--- src/rtl/mux_scan_sequencer_pkg.sv ---
// Shared definitions for the comparator test-pulser mux scan sequencer.
// State encodings are plain constants so they can be reused by older benches.
package mux_scan_sequencer_pkg;

  localparam int ADR_W  = 4;
  localparam int NUM_CH = 16;

  typedef logic [2:0] state_t;

  localparam state_t ST_IDLE   = 3'd0;
  localparam state_t ST_SETTLE = 3'd1;
  localparam state_t ST_ENABLE = 3'd2;
  localparam state_t ST_GAP    = 3'd3;
  localparam state_t ST_DONE   = 3'd4;

endpackage

--- src/rtl/mux_scan_sequencer_triad.sv ---
// Centre channel to high/med/low pulse-mux address triad, wrapping modulo 16.
// Purely combinational so the protection-stage bench can reuse it.
module mux_triad_addr
  import mux_scan_sequencer_pkg::*;
(
  input  logic [ADR_W-1:0] centre,
  output logic [ADR_W-1:0] high,
  output logic [ADR_W-1:0] med,
  output logic [ADR_W-1:0] low
);

  // Native ADR_W-bit arithmetic provides the wrap (15+1 -> 0, 0-1 -> 15).
  assign high = centre + ADR_W'(1);
  assign med  = centre;
  assign low  = centre - ADR_W'(1);

endmodule

--- src/rtl/mux_scan_sequencer.sv ---
// Scans a centre channel across a captured range, issuing settle/enable/gap
// timed test pulses, and drives the raw mux enable and address triad.
module mux_scan_sequencer
  import mux_scan_sequencer_pkg::*;
#(
  parameter int SETTLE_CYCLES = 8,
  parameter int EN_CYCLES     = 16,
  parameter int GAP_CYCLES    = 4,
  parameter int CNT_W         = 8
) (
  input  logic             clock,
  input  logic             reset_n,
  input  logic             start,
  input  logic             abort,
  input  logic [3:0]       ch_first,
  input  logic [3:0]       ch_last,
  input  logic [CNT_W-1:0] pulses_per_ch,
  output logic [3:0]       high_adr_out,
  output logic [3:0]       med_adr_out,
  output logic [3:0]       low_adr_out,
  output logic             mux_en_out,
  output logic             pulse_trig,
  output logic             busy,
  output logic             done
);

  localparam logic [CNT_W-1:0] SETTLE_LD = CNT_W'(SETTLE_CYCLES - 1);
  localparam logic [CNT_W-1:0] EN_LD     = CNT_W'(EN_CYCLES - 1);
  localparam logic [CNT_W-1:0] GAP_LD    = CNT_W'(GAP_CYCLES - 1);

  state_t           state, state_nx;
  logic [CNT_W-1:0] tmr, tmr_nx;
  logic [CNT_W-1:0] pcnt, pcnt_nx;
  logic [CNT_W-1:0] p_cap, p_cap_nx;
  logic [ADR_W-1:0] centre, centre_nx;
  logic [ADR_W-1:0] last_q, last_nx;
  logic [ADR_W-1:0] tri_high, tri_med, tri_low;

  // Triad is computed from the next centre so the address outputs are registers.
  mux_triad_addr u_triad (
    .centre (centre_nx),
    .high   (tri_high),
    .med    (tri_med),
    .low    (tri_low)
  );

  always_comb begin
    state_nx  = state;
    tmr_nx    = tmr;
    pcnt_nx   = pcnt;
    p_cap_nx  = p_cap;
    centre_nx = centre;
    last_nx   = last_q;
    case (state)
      ST_IDLE: begin
        if (start && !abort) begin
          state_nx  = ST_SETTLE;
          tmr_nx    = SETTLE_LD;
          centre_nx = ch_first;
          last_nx   = ch_last;
          p_cap_nx  = (pulses_per_ch == '0) ? CNT_W'(1) : pulses_per_ch;
          pcnt_nx   = (pulses_per_ch == '0) ? CNT_W'(1) : pulses_per_ch;
        end
      end
      ST_SETTLE: begin
        if (tmr == '0) begin
          state_nx = ST_ENABLE;
          tmr_nx   = EN_LD;
        end else begin
          tmr_nx = tmr - CNT_W'(1);
        end
      end
      ST_ENABLE: begin
        if (tmr == '0) begin
          state_nx = ST_GAP;
          tmr_nx   = GAP_LD;
        end else begin
          tmr_nx = tmr - CNT_W'(1);
        end
      end
      ST_GAP: begin
        if (tmr != '0) begin
          tmr_nx = tmr - CNT_W'(1);
        end else if (pcnt > CNT_W'(1)) begin
          // pcnt counts pulses still owed on this channel, including the one just issued.
          state_nx = ST_ENABLE;
          tmr_nx   = EN_LD;
          pcnt_nx  = pcnt - CNT_W'(1);
        end else if (centre != last_q) begin
          state_nx  = ST_SETTLE;
          tmr_nx    = SETTLE_LD;
          centre_nx = centre + ADR_W'(1);
          pcnt_nx   = p_cap;
        end else begin
          state_nx = ST_DONE;
        end
      end
      ST_DONE: state_nx = ST_IDLE;
      default: state_nx = ST_IDLE;
    endcase
    // Abort overrides everything outside IDLE; addresses hold where they are.
    if (abort && state != ST_IDLE) begin
      state_nx  = ST_IDLE;
      centre_nx = centre;
    end
  end

  always_ff @(posedge clock) begin
    if (!reset_n) begin
      state        <= ST_IDLE;
      tmr          <= '0;
      pcnt         <= '0;
      p_cap        <= '0;
      centre       <= '0;
      last_q       <= '0;
      high_adr_out <= 4'd1;
      med_adr_out  <= 4'd0;
      low_adr_out  <= 4'd15;
      mux_en_out   <= 1'b0;
      pulse_trig   <= 1'b0;
      busy         <= 1'b0;
      done         <= 1'b0;
    end else begin
      state        <= state_nx;
      tmr          <= tmr_nx;
      pcnt         <= pcnt_nx;
      p_cap        <= p_cap_nx;
      centre       <= centre_nx;
      last_q       <= last_nx;
      high_adr_out <= tri_high;
      med_adr_out  <= tri_med;
      low_adr_out  <= tri_low;
      mux_en_out   <= (state_nx == ST_ENABLE);
      pulse_trig   <= (state_nx == ST_ENABLE) && (state != ST_ENABLE);
      busy         <= (state_nx != ST_IDLE);
      done         <= (state_nx == ST_DONE);
    end
  end

endmodule

--- config.mk ---
export PLATFORM = sky130hd
export DESIGN_NAME = mux_scan_sequencer
export DESIGN_NICKNAME = d
export VERILOG_FILES = /design/src/rtl/mux_scan_sequencer_pkg.sv /design/src/rtl/mux_scan_sequencer_triad.sv /design/src/rtl/mux_scan_sequencer.sv
export SDC_FILE = /design/constraint.sdc
export NUM_CORES = 1
export LEC_CHECK = 0
export BUFFER_PORTS_ARGS = -buffer_cell sky130_fd_sc_hd__buf_2
export CAP_MARGIN = 20
export CORE_ASPECT_RATIO = 2
export CORE_MARGIN = 2
export CORE_UTILIZATION = 30
export DETAILED_ROUTE_END_ITERATION = 10
export PLACE_DENSITY = 0.45
export SLEW_MARGIN = 20
export SYNTH_ARGS = -nofsm -noshare
export SYNTH_HDL_FRONTEND = slang
export SYNTH_SLANG_ARGS = --single-unit
--- constraint.sdc ---
create_clock -name clock -period 4.1 [get_ports clock]
set_clock_uncertainty 0.2 [all_clocks]
set_input_delay 0 -clock clock [delete_from_list [all_inputs] [get_ports clock]]
set_output_delay 0 -clock clock [all_outputs]
set_load 0.02 [all_outputs]
After elaboration in Yosys (flattened, before gate mapping):

Cells that the tools add are included.

* reductions and logical operators: 15
* $add $sub $neg: 5
* multiplexer cells: 27
* magnitude comparators: 1
* eq/ne operators: 11

Operators by type and width (count)
* 2-to-1 mux 8 bit: 11
* one-hot mux 8 bit (4 select lines): 1
* 2-to-1 mux 3 bit: 7
* 2-to-1 mux 4 bit: 5
* zero test 8 bit: 2
* one-hot mux 8 bit (2 select lines): 1
* subtractor 8 x 1 -> 8 bit, second input constant: 2
* one-hot mux 3 bit (4 select lines): 1
* == test 3 x 2 -> 1 bit, second input constant: 3
* adder 4 x 1 -> 4 bit, second input constant: 2
* > comparator 8 x 1 -> 1 bit, second input constant: 1
* one-hot mux 4 bit (2 select lines): 1
* nonzero test 8 bit: 1
* nonzero test 3 bit: 2
* != test 2 bit, second input constant: 2
* != test 4 bit: 1
* != test 4 bit, second input constant: 1
* AND reduction 4 bit: 1
* nonzero test 4 bit: 1
* subtractor 4 x 1 -> 4 bit, second input constant: 1
* == test 3 x 1 -> 1 bit, second input constant: 1
* == test 3 bit, second input constant: 1
* logical AND 1 bit: 3
* zero test 3 bit: 1
* 6 further kinds: 6

* input port bits: 20
* logic and storage cells: 71
* output and inout port bits: 16
* bits in registers: 47

Depth between registers and ports, before layout:

Gate-level depths: netlist (run 1).

* word-level depth: 8
* mapped depth: 11

Hierarchy:

Synthesis (run 1) repeated with hierarchy kept, for this count alone.

* cell total of the unflattened synthesis: 327
* area, all modules: 2747.6 um^2

By module, submodules not included
* mux_scan_sequencer: area each 2623.8 um^2, cells an instance 311, instances 1
* mux_triad_addr: area each 123.9 um^2, cells an instance 16, instances 1

Worst setup path before layout (run 1):

Ideal clock, no wire load.

* kind: reg-to-reg
* start: register tmr[0]
* end: register high_adr_out[2]
* required time: 3.768 ns
* period minus slack after synthesis: 2.491 ns
* path buffers: 1
* cell stages (with the launch flop): 12
* slack: 1.609 ns
* library setup time: 0.132 ns
* data arrival time: 2.159 ns
* cells stage by stage: dfxtp_1 > inv_1 > ha_1 > nor3b_2 > and2_2 > buf_4 > a31oi_1 > nor3_1 > inv_1 > ha_1 > nor3_1 > nor3_1

* cells in the longest elaborated chain, start to end: 5

Ends and longest elaborated chain
* start: declaration: RTL line mux_scan_sequencer.sv:32 `logic [CNT_W-1:0] tmr, tmr_nx;`
* start signal: assignment: RTL line mux_scan_sequencer.sv:125 `tmr <= tmr_nx;`
* nonzero test 8 bit: RTL line mux_scan_sequencer.sv:82 `if (tmr != '0) begin`
* 2-to-1 mux 4 bit: RTL line mux_scan_sequencer.sv:82
* one-hot mux 4 bit (2 select lines): RTL line mux_scan_sequencer.sv:54 `case (state)`
* 2-to-1 mux 4 bit: RTL line mux_scan_sequencer.sv:102 `if (abort && state != ST_IDLE) begin`
* via centre_nx[0]: RTL line mux_scan_sequencer.sv:35 `logic [ADR_W-1:0] centre, centre_nx;`
* adder 4 x 1 -> 4 bit: RTL line mux_scan_sequencer_triad.sv:13 `assign high = centre + ADR_W'(1);`
* end signal: assignment: RTL line mux_scan_sequencer.sv:130 `high_adr_out <= tri_high;`
* end: declaration: RTL line mux_scan_sequencer.sv:18 `output logic [3:0] high_adr_out,`

The timed path passes the listed nets, and every way through them passes these cells.
A chain may end at the register's enable or synchronous reset.

Final worst setup path (run 1):

* start: register pcnt[0]
* end: register low_adr_out[2]

* cells in the longest elaborated chain, start to end: 6

Ends and longest elaborated chain
* start: declaration: RTL line mux_scan_sequencer.sv:33 `logic [CNT_W-1:0] pcnt, pcnt_nx;`
* start signal: assignment: RTL line mux_scan_sequencer.sv:126 `pcnt <= pcnt_nx;`
* > comparator 8 x 1 -> 1 bit: RTL line mux_scan_sequencer.sv:84 `end else if (pcnt > CNT_W'(1)) begin`
* 2-to-1 mux 4 bit: RTL line mux_scan_sequencer.sv:84
* 2-to-1 mux 4 bit: RTL line mux_scan_sequencer.sv:82
* one-hot mux 4 bit (2 select lines): RTL line mux_scan_sequencer.sv:54
* 2-to-1 mux 4 bit: RTL line mux_scan_sequencer.sv:102
* subtractor 4 x 1 -> 4 bit: RTL line mux_scan_sequencer_triad.sv:15 `assign low = centre - ADR_W'(1);`
* end signal: assignment: RTL line mux_scan_sequencer.sv:132 `low_adr_out <= tri_low;`
* end: declaration: RTL line mux_scan_sequencer.sv:20 `output logic [3:0] low_adr_out,`

Every way passes these cells.

==> impl_metrics.ini, run 1 <==
[status]
outcome = completed

[critical_path]
cp_common_cell = ha_1
slowest_delay_ns = 0.56
cp_num_buf_inv = 2
path_max_fanout = 13
critPathKind = flop to flop
crit_slowest_cell = dlygate4sd3_1
cpLargestDelayFamily = simple AND/OR/NAND/NOR gates
critPathLaunch = pcnt[0]$_SDFFE_PN0P_
required_ns = 4.08
crit_arrival_ns = 3.35
worstPathCellList = inv_1, ha_1, nor2_1, nand3b_1, nor4_1, nor3_1, ha_1, a21boi_0, o21ai_0, dlygate4sd3_1
crit-reg2reg-launch = pcnt[0]$_SDFFE_PN0P_
end_kind = flop
startpoint_type = flop

[sta]
slew_viol_final = 0
fmax_mhz = 296
final_hold_viol_count = 0
tns_ns = 0
finalCriticalPeriod_ns = 3.37
worst-slew-pin-transition_ns = 0.996
relSlewSlack_pct = 33.6
rsz0062_at_grt = no
post-route-period-util_pct = 82.3
final-setup-viol-count = 0

[logic_synthesis]
ys_seq_elements = 46
synth_ff_type = dfxtp_1
ys_seq_area_share_pct = 36.9
synth_area_leader_cell = dfxtp_1
synth.distinct_cells = 61
syn-cell-area_sq_um = 2490
synth_area_leaders = dfxtp_1 37%, nand2_1 6.2%, a21oi_1 6.0%, nor2_1 4.5%, ha_1 3.0%
synth_fp_nets = 336
async_reset_ff_share_pct = 0
synth-warning-count = 0
synth_edf_count = 0
netlist_instances = 310
avgSynthCellArea_sq_um = 8.04
synth.top_cell.area_share_pct = 36.9

[pwr]
clkPwrFrac_pct = 33.1
power.leakage_nw = 1.22
ir_worst_vdd_uv = 245
cell_internal_pwr_w = 0.000932
p_per_area_nw_per_um2 = 464
p_switching_w = 0.000481
total_power_w = 0.00141
switching_share_pct = 34.0
comb_power_share_pct = 28.7
seqPwrFrac_pct = 38.2

[route]
first_pass_iters = 4
drc_errors = 0
postRouteAntennaNets = 0
drt_wl_total_mm = 7.41
viasPerCell = 5.36
wl_per_cell_um = 16.4
vias = 2421
drtIter0Drc = 151

[place]
io_buffer_count = 35
dp_hpwl_mm = 5.49
dp_cells = 429
gp_congestion = 0.785

[clock_tree]
cts_root_buf = clkbuf_16
ctsHtreeMaxLevel = 2
cts_buffers = 5
cts.path.max_buffers = 2
cts_sinks = 46
cts_setup_buffers = 0
cts_resized = 0
path_clk_slew_ns = 0.07
clkLatencyLatePin_ns = 0.29
cts_tree = yes
holdBufCountCts = 15

[cells_and_area]
layout.cells.most_common = dfxtp_1
area_growth_pct = 22.2
layout-drive-gt1-share_pct = 16.7
seqCellArea_sq_um = 921
final_cell_mix = 46 x dfxtp_1, 41 x nand2_1, 35 x buf_2
fill_cells = 898
layout.cells.non_filler = 452
multiInputGateArea_sq_um = 1430
nets = 379
fin_util_pct = 37.3
diodes = 0

[grt]
antenna_found_initial = 0
grt_pass1_vias = 2385
track_usage_pct = 17.7
overflow = 0
grt_max_degree = 31
grt_pass1_wl_mm = 11.9

[die]
ios = 36
fp.dieH_um = 133
row_count = 47
die_area_sq_um = 9100
start_util_pct = 30.5
coreArea_sq_um = 8170
dieWidth_um = 68.5

[hold_path]
hp-start = abort
hold_path_class = primary input to flop

[job]
drv_cap = 0
cell type report:
type / instances / share of cell area (%)
Multi-Input combinational cell: 232 / 47.1
Sequential cell: 46 / 30.2
Tap cell: 98 / 4.02
Clock inverter: 3 / 1.31
Timing Repair Buffer: 53 / 11.4
Clock buffer: 5 / 4.11
Inverter: 15 / 1.85
cell usage after synthesis, drive strengths merged, types with 6 or more instances:
cell	number
ha	6
a21oi	30
nor3	13
nor4	8
dfxtp	46
nand2	41
nor2	30
clkbuf	11
nand3	6
inv	15
and2	6
buf	6
o21ai	9
a211oi	9
routing by layer:
layer  track usage [%]  part of all wire, %
met1              18.2                   37
met5                 0                    0
met2              32.6                   57
met4              8.22                  3.5
met3              2.81                  3.0
worst min-delay path: cells and delay by family:
kind,cells,cell delay [ns]
AO/OA/AOI/OAI,2,0.23
buffers and inverters,1,0.17
AND/OR/NAND/NOR,1,0.09
sequential cells by signal, indices dropped and copies added (netlist names):
signal	cells
busy	1
centre	4
done	1
high_adr_out	4
last_q	4
low_adr_out	3
mux_en_out	1
p_cap	8
pcnt	8
pulse_trig	1
state	3
tmr	8
path summary, 6_finish.rpt:
path / cells past startpoint / slack, ns / endpoint
worst max register to register: 10 / 0.73 / low_adr_out[2]$_SDFF_PN1_
worst min-delay path: 4 / 0.04 / mux_en_out$_SDFF_PN0_
worst min register to register: 2 / 0.26 / p_cap[7]$_SDFFE_PN0P_
worst max-delay path: 10 / 0.73 / low_adr_out[2]$_SDFF_PN1_
stage by stage:
| step | hold WS [ns] | setup slack (ns) | area (sq um) |
|---|---|---|---|
| 4_1_cts | 0.0353 | 0.730 | 3050 |
| 3_3_place_gp | 0.0547 | 1.22 | 2730 |
| 3_5_place_dp | 0.0549 | 1.18 | 2730 |
| 6_report | 0.0388 | 0.727 | 3050 |
| 5_1_grt | 0.0947 | 0.498 | 3050 |
| 2_1_floorplan | -0.0640 | 1.61 | 2490 |
cells by family (layout without fill, tap and decap cells):
logic type	Yosys count	after routing	share of synthesized area, %
adders and majority gates	6	6	3.01
muxes	3	3	1.40
DFF	46	46	36.9
AOI/OAI and AO/OA	82	82	22.4
buffers and inverters	32	76	5.57
and+or+nand+nor	133	133	27.8
xor gates and xnor gates	8	8	2.81
power by group through the flow:
| stage | sequential [W] | clock, W | combinational (W) |
|---|---|---|---|
| floorplan | 0.000551 | 0 | 0.000290 |
| global placement | 0.000550 | 0 | 0.000392 |
| detailed placement | 0.000551 | 0 | 0.000394 |
| CTS | 0.000541 | 0.000477 | 0.000408 |
| global route | 0.000548 | 0.000493 | 0.000451 |
| finish | 0.000540 | 0.000467 | 0.000405 |
(Power assumes the default switching activity.)
==> run 2: changes to the inputs <==
- ABC_AREA: not set -> 1
- PLACE_DENSITY: 0.45 -> 0.47
- clock period: 4.1 -> 2.81 ns (I/O delays scaled with it)
==> run 2 against run 1 <==
  * Power is 59% higher
  * Non-clock buffer count is 9 higher
  * Critical path depth stayed put
  * Cell count is 18% higher
  * Hold slack worse by 0.0037 ns
  * Wire length is 4.4% lower
  * Die area is 4.8% higher
  * Sequential share of layout area is 2.2 points lower
  * Clock-buffer cell count is 2 higher
  * Critical endpoint is now last_q[2]$_SDFFE_PN0P_
  * Largest cell class unchanged
  * Highest routed layer unchanged
==> impl_metrics.ini, run 2 <==
[status]
outcome = completed

[logic_synthesis]
synth_fa_ha_area_share_pct = 2.87
muxShareOfSynthArea_pct = 0
synth_xor_area_share_pct = 2.68
synth.most_common_cell = nand2_1
synth_area_leader_cell = dfxtp_1
synth_simple_gate_area_share_pct = 32.4
synth-compound-area-share_pct = 16.7
synth_common_cells = 70 x nand2_1, 46 x dfxtp_1, 46 x nor2_1, 42 x inv_1, 29 x a21oi_1
netlist_instances = 375
synth.distinct_cells = 38
ys_seq_area_share_pct = 35.2
synth_edf_count = 0
synth_top_family_by_area = simple AND/OR/NAND/NOR gates
synth_ff_type = dfxtp_1
ys_seq_elements = 46
synth_fp_nets = 401
synth_area_leaders = dfxtp_1 35%, nand2_1 10%, nor2_1 6.6%, inv_1 6.0%, a21oi_1 5.5%
avgSynthCellArea_sq_um = 6.98
async_reset_ff_share_pct = 0
syn-cell-area_sq_um = 2620
synth-warning-count = 0
synth.top_cell.area_share_pct = 35.2

[grt]
grt_max_degree = 23
overflow = 0
track_usage_pct = 16.0
grt_pass1_vias = 2496
antenna_found_initial = 0
grt_pass1_wl_mm = 11.8

[sta]
slew_viol_final = 0
fmax_mhz = 413
relSlewSlack_pct = 69.7
post-route-period-util_pct = 86.1
rsz0062_at_grt = no
tns_ns = 0
final-setup-viol-count = 0
final_hold_viol_count = 0
finalCriticalPeriod_ns = 2.42
worst-slew-pin-transition_ns = 0.455

[clock_tree]
path_clk_slew_ns = 0.06
clkLatencyLatePin_ns = 0.30
ctsHtreeMaxLevel = 2
cts_sinks = 46
cts_root_buf = clkbuf_16
holdBufCountCts = 23
cts.path.max_buffers = 2
cts_resized = 0
cts_tree = yes
cts_setup_buffers = 0
cts_buffers = 5

[critical_path]
end_kind = flop
path_max_fanout = 18
startpoint_type = primary input
crit_arrival_ns = 2.40
reg2reg_slack_ns = 0.40
crit-reg2reg-launch = state[0]$_SDFF_PN0_
critPathKind = primary input to flop
r2r_cells = 8
required_ns = 2.79
r2r_end = last_q[2]$_SDFFE_PN0P_

[route]
drc_errors = 0
wl_per_cell_um = 13.3
postRouteAntennaNets = 0
first_pass_iters = 4
drt_wl_total_mm = 7.09
routed.top_layer = met4
vias = 2535
wl_met3_um = 170
routedLengthMet1_mm = 2.62
viasPerCell = 4.74
routed-wl-met2_mm = 4.00
drtIter0Drc = 148

[cells_and_area]
nets = 460
final_cell_mix = 70 x nand2_1, 46 x nor2_1, 46 x dfxtp_1
diodes = 0
layout-drive-gt1-share_pct = 21.8
area_growth_pct = 25.3
layout.cells.most_common = nand2_1
layout.cells.non_filler = 535
reg_top3 = p_cap (8), pcnt (8), tmr (8)

[hold_path]
worst_hold_path.num_cells = 7
hp-start = ch_first[0]
hold_path_class = primary input to flop
worstHoldEndpoint = centre[0]$_SDFF_PN0_

[die]
start_util_pct = 30.7
dieWidth_um = 70.1
row_count = 48
fp.dieH_um = 136
coreArea_sq_um = 8530
die_area_sq_um = 9540
ios = 36

[pwr]
power.leakage_nw = 1.54
ir_worst_vdd_uv = 249
p_per_area_nw_per_um2 = 683

[place]
dp_cells = 504
io_buffer_count = 35
gp_congestion = 0.847
dp_hpwl_mm = 5.27

[job]
drv_cap = 0
run 2: cell count changes after synthesis, sizes merged, moves of 8 or more:
cell,previous run,this run
nand2,41,83
inv,15,54
nor2,30,61
o21ai,9,30
nand3,6,16
clkbuf,11,3
run 2: worst max-delay path, stage by stage:
cell and delay (ns):
dlygate4sd3_1 0.54, buf_2 0.15, nor2_2 0.18, inv_1 0.09, nor2_4 0.37, inv_1 0.11, buf_4 0.20, o21ai_0 0.14
dlygate4sd3_1 0.57, a21oi_1 0.04
run 2: stage by stage:
| step | hold slack (ns) | setup slack (ns) | cell area (sq um) | power [W] | utilization, % |
|---|---|---|---|---|---|
| after floorplan | -0.0651 | 0.797 | 2620 | 0.00137 | - |
| after CTS | 0.0410 | 0.395 | 3280 | 0.00227 | 38.5 |
| final | 0.0350 | 0.391 | 3280 | 0.00224 | 38.5 |
| after global routing | 0.101 | 0.223 | 3280 | 0.00241 | 38.5 |
| after detailed placement | 0.0873 | 0.621 | 2890 | 0.00155 | 33.9 |
| after global placement | 0.0732 | 0.643 | 2890 | 0.00155 | 33.9 |
run 2: logic make-up after synthesis:
| kind of cell | Yosys count |
|---|---|
| buffers and inverters | 65 |
| AO/OA/AOI/OAI | 77 |
| AND/OR/NAND/NOR | 173 |
| XOR/XNOR | 8 |
| flip-flops | 46 |
| adder cells (fa/ha/maj) | 6 |
run 2: layer usage:
layer  vias up  global-route usage (%)
li1       1317                       -
met1      1158                    14.9
met2        41                    31.4
met3        19                    2.45
met4         0                    10.0
met5         -                       0
run 2: worst max path at each step:
stage	endpoint	from	slack, ns
3_3_place_gp	low_adr_out[2]$_SDFF_PN1_	tmr[0]$_SDFFE_PN0P_	0.64
6_report	last_q[2]$_SDFFE_PN0P_	abort	0.39
3_5_place_dp	high_adr_out[1]$_SDFF_PN0_	pcnt[0]$_SDFFE_PN0P_	0.62
2_1_floorplan	high_adr_out[1]$_SDFF_PN0_	tmr[0]$_SDFFE_PN0P_	0.80
4_1_cts	last_q[2]$_SDFFE_PN0P_	state[0]$_SDFF_PN0_	0.39
5_1_grt	last_q[2]$_SDFFE_PN0P_	abort	0.22
run 2: power by group:
part / switching [W] / internal, W / total (W) / leakage [nW]
Sequential: 0.0000542 / 0.000733 / 0.000787 / 0.378
Combinational: 0.000500 / 0.000274 / 0.000774 / 1.09
Clock: 0.000259 / 0.000421 / 0.000680 / 0.0781
Total: 0.000813 / 0.00143 / 0.00224 / 1.54
run 2: layout make-up:
type                       instances  area [sq um]
sequential                        46           921
timing repair buffer              62           435
fill                             942          5250
clock inverter                     1          30.0
inverter                          55           206
multi-input combinational        264          1430
clock buffer                       7           133
tap                              100           125
